### src/rtl/axis_arb_pkg.sv
// Shared types and helpers for the AXI4-Stream round-robin arbiter and its skid buffer.
// beat_t is sized from the package defaults; the arbiter's DATA_W/N_SRC defaults track them.
package axis_arb_pkg;

    localparam int unsigned ARB_N_SRC  = 4;
    localparam int unsigned ARB_DATA_W = 32;
    localparam int unsigned ARB_ID_W   = (ARB_N_SRC > 1) ? $clog2(ARB_N_SRC) : 1;
    localparam int unsigned RR_MAX_SRC = 16;

    typedef enum logic {
        IDLE = 1'b0,
        BUSY = 1'b1
    } arb_state_e;

    typedef struct packed {
        logic [ARB_DATA_W-1:0]   tdata;
        logic [ARB_DATA_W/8-1:0] tkeep;
        logic                    tlast;
        logic [ARB_ID_W-1:0]     tid;
    } beat_t;

    // First requester after 'last', wrapping modulo n; returns 'last' when nothing requests.
    function automatic logic [3:0] rr_pick(input logic [RR_MAX_SRC-1:0] req,
                                           input logic [3:0]            last,
                                           input int unsigned           n);
        logic [3:0] pick;
        logic [3:0] idx;
        logic       found;
        pick  = last;
        found = 1'b0;
        for (int unsigned i = 1; i <= RR_MAX_SRC; i++) begin
            idx = 4'((32'(last) + i) % n);
            if (i <= n && !found && req[idx]) begin
                pick  = idx;
                found = 1'b1;
            end
        end
        return pick;
    endfunction

endpackage

### src/rtl/axis_skid_buf.sv
// Two-entry FIFO-ordered registered buffer with valid/ready on both sides.
// Outputs come straight from the head register so downstream timing is isolated.
module axis_skid_buf
    import axis_arb_pkg::*;
#(
    parameter type T = beat_t
) (
    input  logic aclk,
    input  logic aresetn,
    input  logic in_valid,
    output logic in_ready,
    input  T     in_data,
    output logic out_valid,
    input  logic out_ready,
    output T     out_data
);

    logic [1:0] count_q, count_d;
    T           head_q, head_d;
    T           tail_q, tail_d;
    logic       push;
    logic       pop;

    assign in_ready  = (count_q < 2'd2);
    assign out_valid = (count_q != 2'd0);
    assign out_data  = head_q;
    assign push      = in_valid && in_ready;
    assign pop       = out_valid && out_ready;

    always_comb begin
        count_d = count_q;
        head_d  = head_q;
        tail_d  = tail_q;
        case (count_q)
            2'd0: begin
                if (push) begin
                    head_d  = in_data;
                    count_d = 2'd1;
                end
            end
            2'd1: begin
                if (push && pop) begin
                    head_d = in_data;
                end else if (push) begin
                    tail_d  = in_data;
                    count_d = 2'd2;
                end else if (pop) begin
                    count_d = 2'd0;
                end
            end
            default: begin
                // Full: no push is possible, a pop promotes the second entry.
                if (pop) begin
                    head_d  = tail_q;
                    count_d = 2'd1;
                end
            end
        endcase
    end

    always_ff @(posedge aclk or negedge aresetn) begin
        if (!aresetn) begin
            count_q <= 2'd0;
            head_q  <= '0;
            tail_q  <= '0;
        end else begin
            count_q <= count_d;
            head_q  <= head_d;
            tail_q  <= tail_d;
        end
    end

endmodule

### src/rtl/axis_rr_arbiter.sv
// N-to-1 AXI4-Stream arbiter: packet-granular round robin, grant held until TLAST,
// winning source reported on m_tid, output registered through a 2-entry skid buffer.
module axis_rr_arbiter
    import axis_arb_pkg::*;
#(
    parameter int unsigned N_SRC  = ARB_N_SRC,
    parameter int unsigned DATA_W = ARB_DATA_W,
    parameter int unsigned ID_W   = (N_SRC > 1) ? $clog2(N_SRC) : 1
) (
    input  logic                      aclk,
    input  logic                      aresetn,
    input  logic [N_SRC-1:0]          s_tvalid,
    output logic [N_SRC-1:0]          s_tready,
    input  logic [N_SRC*DATA_W-1:0]   s_tdata,
    input  logic [N_SRC*DATA_W/8-1:0] s_tkeep,
    input  logic [N_SRC-1:0]          s_tlast,
    output logic                      m_tvalid,
    input  logic                      m_tready,
    output logic [DATA_W-1:0]         m_tdata,
    output logic [DATA_W/8-1:0]       m_tkeep,
    output logic                      m_tlast,
    output logic [ID_W-1:0]           m_tid,
    output logic                      busy
);

    arb_state_e      state_q, state_d;
    logic [ID_W-1:0] grant_q, grant_d;
    logic [ID_W-1:0] last_grant_q, last_grant_d;
    logic            buf_in_ready;
    logic            accept;
    beat_t           in_beat;
    beat_t           out_beat;

    assign busy   = (state_q == BUSY);
    assign accept = busy && s_tvalid[grant_q] && buf_in_ready;

    always_comb begin
        s_tready = '0;
        if (busy) begin
            s_tready[grant_q] = buf_in_ready;
        end
    end

    always_comb begin
        in_beat       = '0;
        in_beat.tdata = s_tdata[grant_q*DATA_W +: DATA_W];
        in_beat.tkeep = s_tkeep[grant_q*(DATA_W/8) +: DATA_W/8];
        in_beat.tlast = s_tlast[grant_q];
        in_beat.tid   = grant_q;
    end

    // The arbitration decision only looks at requests in IDLE, never at m_tready.
    always_comb begin
        state_d      = state_q;
        grant_d      = grant_q;
        last_grant_d = last_grant_q;
        case (state_q)
            IDLE: begin
                if (|s_tvalid) begin
                    grant_d = ID_W'(rr_pick(RR_MAX_SRC'(s_tvalid), 4'(last_grant_q), N_SRC));
                    state_d = BUSY;
                end
            end
            BUSY: begin
                if (accept && s_tlast[grant_q]) begin
                    last_grant_d = grant_q;
                    state_d      = IDLE;
                end
            end
            default: state_d = IDLE;
        endcase
    end

    always_ff @(posedge aclk or negedge aresetn) begin
        if (!aresetn) begin
            state_q      <= IDLE;
            grant_q      <= '0;
            last_grant_q <= ID_W'(N_SRC - 1);
        end else begin
            state_q      <= state_d;
            grant_q      <= grant_d;
            last_grant_q <= last_grant_d;
        end
    end

    axis_skid_buf #(
        .T(beat_t)
    ) u_skid (
        .aclk      (aclk),
        .aresetn   (aresetn),
        .in_valid  (busy && s_tvalid[grant_q]),
        .in_ready  (buf_in_ready),
        .in_data   (in_beat),
        .out_valid (m_tvalid),
        .out_ready (m_tready),
        .out_data  (out_beat)
    );

    assign m_tdata = out_beat.tdata;
    assign m_tkeep = out_beat.tkeep;
    assign m_tlast = out_beat.tlast;
    assign m_tid   = out_beat.tid;

endmodule

### config.mk
export PLATFORM = sky130hd
export DESIGN_NAME = axis_rr_arbiter
export DESIGN_NICKNAME = d
export VERILOG_FILES = /design/src/rtl/axis_arb_pkg.sv /design/src/rtl/axis_skid_buf.sv /design/src/rtl/axis_rr_arbiter.sv
export SDC_FILE = /design/constraint.sdc
export NUM_CORES = 1
export LEC_CHECK = 0
export CAP_MARGIN = 5
export CORE_ASPECT_RATIO = 0.5
export CORE_MARGIN = 3
export CORE_UTILIZATION = 44
export DETAILED_ROUTE_END_ITERATION = 8
export GPL_TIMING_DRIVEN = 0
export MAX_ROUTING_LAYER = met4
export PLACE_DENSITY = 0.81
export SKIP_CTS_REPAIR_TIMING = 1
export SLEW_MARGIN = 20
export SYNTH_ARGS = -nofsm -noshare
export SYNTH_HDL_FRONTEND = slang
export SYNTH_SLANG_ARGS = --single-unit
### constraint.sdc
create_clock -name aclk -period 2.5 [get_ports aclk]
set_input_delay 0.5 -clock aclk [delete_from_list [all_inputs] [get_ports aclk]]
set_output_delay 0.5 -clock aclk [all_outputs]
set_load 0.005 [all_outputs]
==> out/qor.txt, run 1 <==
Slowest stage delay, CP = 0.52 ns
Grt total ovfl = 0
Slowest CP cell = mux4_2
Skew-Pair Late Insertion Delay = 0.34 ns
Mux cell area share after synthesis = 0.250
Die Y = 82.2 microns
Ports = 200
Crit path DAT = 2.65 ns
Post-layout util = 0.689
Max Slew Vio Count = 0
Post-DP HPWL = 12,300 microns
Syn_area_per_cell = 9.61 sq um
Maxcap violations = 0
Maximum root-to-sink buffer count = 2
Port buffer count = 198
Post-synth top cells = 83 x dfrtp_1, 74 x mux2_2, 69 x nand2_1, 67 x o21ai_0, 62 x nor2_1
Tcrit/Tclk final = 0.971
Final setup violation count = 0
Setup TNS = 0 ns
First-pass GRT wire length = 25,400 microns
Synth Area in Compound Gates = 0.173
Synth warn = 0
PwrDens = 1230 nW/um^2
Clock H-tree levels = 3
Full die area = 13,000 sq um
Share of cells above drive strength 1 = 0.162
EDFF count, synth = 0
Initial antenna violation count = 0
N_diodes = 0
Combinational family with the most area after synthesis = multiplexers
Least-Margin Pin Slew = 0.852 ns
Placed insts = 876
Max Fclk = 412 MHz
Cell count after synthesis = 532
Layout net count = 899
Drt via density = 5.72
Mapped Area = 5110 sq um
Die width = 158 microns
GRT Total Usage = 0.256
FP Rows = 27
Worst path bufs/invs = 4
Top post-synthesis cells by area = dfrtp_1 41%, mux2_2 16%, mux2i_1 8.0%
Max transition margin = 0.430
Crit Path Category = input pin to register
Synth Area in Adders = 0
CTS root buf = clkbuf_16
Worst Setup End Kind = register
Initial Utilization = 0.459
Clock skew = 0.00733 ns
Prevailing post-synth register cell = dfrtp_1
Total wire length = 16,600 microns
Leakage = 3.26 nW
GPL Wtd Cong = 0.917
Yosys top cell by area = dfrtp_1
Most common cell in the netlist = dfrtp_1
Largest net degree at the start of global routing = 53
Worst-path cell chain = clkdlybuf4s50_1 > mux4_2 > and2_1 > buf_2 > o22ai_4 > buf_12 > buf_6 > mux2_2
Antenna-violating nets left = 0
Crit-path leading delay family = buffers and inverters
Area delta synth->final = 50.3%
Vias in the first global route = 5,018
Setup crit start kind = input pin
Post-synthesis xor/xnor area fraction = 0
CTS tree = built
Simple-Gate Fraction of Synth Area = 0.119
Finished Layout Cells = 894
Max IR drop VDD = 0.573 mV
First-pass DRT Iterations = 5
Core area = 11,100 sq um
Clock transition at path regs = 0.06 ns
Worst path required time = 2.72 ns
Post-synth ARST share = 1.00
Top cell type's share of synthesized area = 0.406
Status = complete, no violations
DR DRC count = 0
CP Max Fanout = 10
Via count = 5,114
Worst hold path class = input pin to async pin
Post-synthesis sequential area ratio = 0.417
Fin. Hold Viols = 0
Final min period = 2.43 ns
Worst hold slack = 0.117 ns
Synth Net Count = 687
Post-DR wirelength/cell = 18.6 microns
RSZ-0062 raised after global routing = true
Iteration-0 DRC Markers = 431
TritonCTS Buffers = 9
Seq cells post-synth = 85
Clock sinks = 85
Distinct cells, synth = 36
[power breakdown]
part           switching, mW  internal, mW
clock                  0.560         0.860
combinational           2.69          2.88
sequential             0.383          2.08
total                   3.63          5.82
[cell usage in the layout, fill, tap and decap left out, types with 4 or more instances in the layout]
| master | count |
|---|---|
| clkbuf_1 | 24 |
| clkdlybuf4s50_1 | 195 |
| buf_6 | 4 |
| nor3_1 | 4 |
| nand2_1 | 69 |
| dfrtp_1 | 83 |
| mux2i_1 | 41 |
| nor2_1 | 62 |
| o21ai_0 | 67 |
| mux2_2 | 74 |
| clkbuf_2 | 7 |
| a221o_1 | 37 |
| buf_2 | 5 |
| clkbuf_16 | 9 |
| a21oi_1 | 15 |
[state kept, by name (all words and copies together), names as in the netlist]
name             flops
last_grant_q         2
u_skid.tail_q       39
grant_q              2
busy                 1
u_skid.count_q       2
u_skid.out_data     39
[worst register-to-register path: stages, from the launching register on]
cell and delay, ns:
dfrtp_1 0.32, clkbuf_1 0.31, or2_2 0.18, clkbuf_1 0.40, clkbuf_2 0.36, nor2_1 0.08, a221o_1 0.29, mux2_2 0.27
[through the flow]
step           total power, mW  setup WS (ns)  area, sq um
2_1_floorplan             5.81          0.315         5110
3_3_place_gp              7.67          -2.26         7280
3_5_place_dp              7.87         -0.503         7300
4_1_cts                   9.32         -0.441         7620
5_1_grt                   10.1       -0.00815         7680
6_report                  9.46         0.0713         7680
[layout make-up]
type | instances | area, sq um
Fill cell | 884 | 3460
Multi-Input combinational cell | 398 | 2770
Timing Repair Buffer | 202 | 2050
Clock inverter | 4 | 55.1
Tap cell | 145 | 181
Clock buffer | 12 | 267
Inverter | 3 | 11.3
Sequential cell | 85 | 2130
Buffer | 45 | 221
[cells by family after synthesis]
family                 after synthesis
multiplexers                       117
flip-flops                          85
buffers and inverters               49
AND/OR/NAND/NOR                    150
AO/OA/AOI/OAI                      131
[routing by layer]
| layer | wire length [microns] | track usage |
|---|---|---|
| met2 | 8490 | 0.434 |
| met5 | 0 | - |
| met4 | 272 | 0.0704 |
| met3 | 1080 | 0.0578 |
| met1 | 6800 | 0.314 |
[worst paths after layout]
check                                      end  slack [ns]              start  cells past startpoint
max reg2reg                u_skid.out_data[23]        0.18  u_skid.count_q[1]                      7
max                        u_skid.out_data[14]        0.07        s_tvalid[2]                      8
min                        u_skid.out_data[30]        0.12            aresetn                      1
min reg2reg                  u_skid.tail_q[12]        0.49  u_skid.tail_q[12]                      2
max in group asynchronous     u_skid.tail_q[8]        1.76            aresetn                      2
min in group aclk            u_skid.tail_q[12]        0.49  u_skid.tail_q[12]                      2
Note: power is estimated with default switching activity, not from simulation.
==> run 2, diff against run 1 <==
--- a/config.mk
+++ b/config.mk
@@ -14,7 +14,6 @@
 export MAX_ROUTING_LAYER = met4
 export PLACE_DENSITY = 0.81
 export SKIP_CTS_REPAIR_TIMING = 1
-export SLEW_MARGIN = 20
 export SYNTH_ARGS = -nofsm -noshare
 export SYNTH_HDL_FRONTEND = slang
 export SYNTH_SLANG_ARGS = --single-unit
==> run 2 against run 1 <==
Hold slack worse by 0.051 ns; die area stayed put; cell area is 0.15% lower; critical path type unchanged; largest cell class unchanged; highest routed layer unchanged.
==> out/qor.txt, run 2 (synthesis gave the netlist of run 1 again) <==
Status = complete, no violations
Max Fclk = 407 MHz
Initial antenna violation count = 0
GRT Total Usage = 0.252
Slowest CP cell = mux4_2
Layout net count = 899
Fin. Hold Viols = 0
Via count = 5,060
Antenna-violating nets left = 0
CTS root buf = clkbuf_16
Clock skew = 0.00912 ns
Worst hold slack = 0.0657 ns
FP Rows = 27
Setup slack, reg-to-reg = 0.18 ns
Area delta synth->final = 50.1%
Max Slew Vio Count = 0
Tcrit/Tclk final = 0.982
Clock sinks = 85
Die Y = 82.2 microns
Clock transition at path regs = 0.07 ns
Sequential power share = 0.262
Maximum root-to-sink buffer count = 2
Final instance area = 7670 sq um
Iteration-0 DRC Markers = 384
Worst-path cell chain = clkdlybuf4s50_1 > mux4_2 > and2_1 > buf_2 > o22ai_4 > buf_12 > buf_6 > mux2_2
Max IR drop VDD = 0.596 mV
TritonCTS Buffers = 9
Int Power = 5.80 mW
Largest net degree at the start of global routing = 63
Final setup violation count = 0
Initial Utilization = 0.459
Crit-path leading delay family = buffers and inverters
Maxcap violations = 0
RR Startpoint = grant_q[1]
Worst path required time = 2.72 ns
Commonest cells after routing, fill and taps aside = 195 x clkdlybuf4s50_1, 83 x dfrtp_1, 74 x mux2_2, 69 x nand2_1, 67 x o21ai_0
Total wire length = 16,400 microns
Final min period = 2.46 ns
Switching Share = 0.384
Post-DR wirelength/cell = 18.4 microns
Grt total ovfl = 0
Worst path bufs/invs = 4
Comb pwr share = 0.591
Ports = 200
Clock H-tree levels = 3
Crit Path Category = input pin to register
Worst Reg-to-Reg Cells = 8
Die width = 158 microns
Most common cell after layout, fill and taps aside = clkdlybuf4s50_1
First-pass GRT wire length = 25,000 microns
N_diodes = 0
Setup TNS = 0 ns
Max transition margin = 0.463
Drt via density = 5.66
Share of cells above drive strength 1 = 0.162
Clk pwr share = 0.147
GPL Wtd Cong = 0.917
Core area = 11,100 sq um
CP Max Fanout = 10
Post-DP Area = 7300 sq um
Post-DP HPWL = 12,300 microns
Setup crit start kind = input pin
Full die area = 13,000 sq um
Least-Margin Pin Slew = 0.805 ns
Worst R2R End = u_skid.out_data[17]
Skew-Pair Late Insertion Delay = 0.34 ns
PwrDens = 1230 nW/um^2
Crit path DAT = 2.68 ns
Post-layout util = 0.688
Vias in the first global route = 4,979
DR DRC count = 0
Worst Setup End Kind = register
First-pass DRT Iterations = 5
Worst hold path class = input pin to async pin
Slowest stage delay, CP = 0.53 ns
CTS tree = built
Net switching power = 3.62 mW
Filler Cell Count = 872
Port buffer count = 198
Leakage = 3.25 nW
-- run 2: worst max path at each step --
stage / endpoint / start / depth (start not counted)
finish: u_skid.out_data[17] / s_tvalid[2] / 8
global route: u_skid.out_data[3] / s_tvalid[0] / 8
CTS: s_tready[2] / grant_q[1] / 6
detailed placement: u_skid.out_data[15] / s_tvalid[3] / 7
global placement: u_skid.out_data[12] / aresetn / 1
floorplan: u_skid.out_data[10] / s_tvalid[3] / 6
-- run 2: routing by layer --
| layer | GRT usage | vias to the layer above | wire (microns) |
|---|---|---|---|
| li1 | - | 2343 | - |
| met2 | 0.435 | 183 | 8310 |
| met4 | 0.0747 | 0 | 356 |
| met3 | 0.0515 | 33 | 874 |
| met1 | 0.306 | 2501 | 6870 |
| met5 | - | - | 0 |
-- run 2: area by class of cell --
type	instances	area, sq um	share of cell area
timing repair buffer	202	2050	0.267
clock buffer	12	256	0.0334
multi-input combinational	398	2770	0.361
inverter	3	11.3	0.00147
tap	145	181	0.0236
buffer	45	220	0.0287
sequential	85	2130	0.278
clock inverter	4	55.1	0.00718
-- run 2: through the flow --
stage / setup slack (ns) / power, mW / cells
floorplan: 0.315 / 5.81 / 532
global placement: -2.26 / 7.67 / 875
detailed placement: -0.510 / 7.86 / 876
CTS: -0.465 / 9.28 / 892
global route: -0.00256 / 10.0 / 894
finish: 0.0445 / 9.42 / 894
-- run 2: power groups by stage --
stage                     Sequential [mW]  Clock [mW]  Combinational [mW]
after floorplan                      2.41           0                3.40
after global placement               2.42           0                5.25
after detailed placement             2.45           0                5.40
after CTS                            2.44        1.40                5.45
after global routing                 2.54        1.46                6.02
final                                2.47        1.39                5.56
-- run 2: worst register-to-register path, cell delays in order, from the launching register on --
cell	delay (ns)
dfrtp_1	0.32
buf_2	0.18
mux4_2	0.56
and2_1	0.17
buf_2	0.16
o22ai_4	0.13
buf_12	0.16
buf_6	0.17
mux2_2	0.36
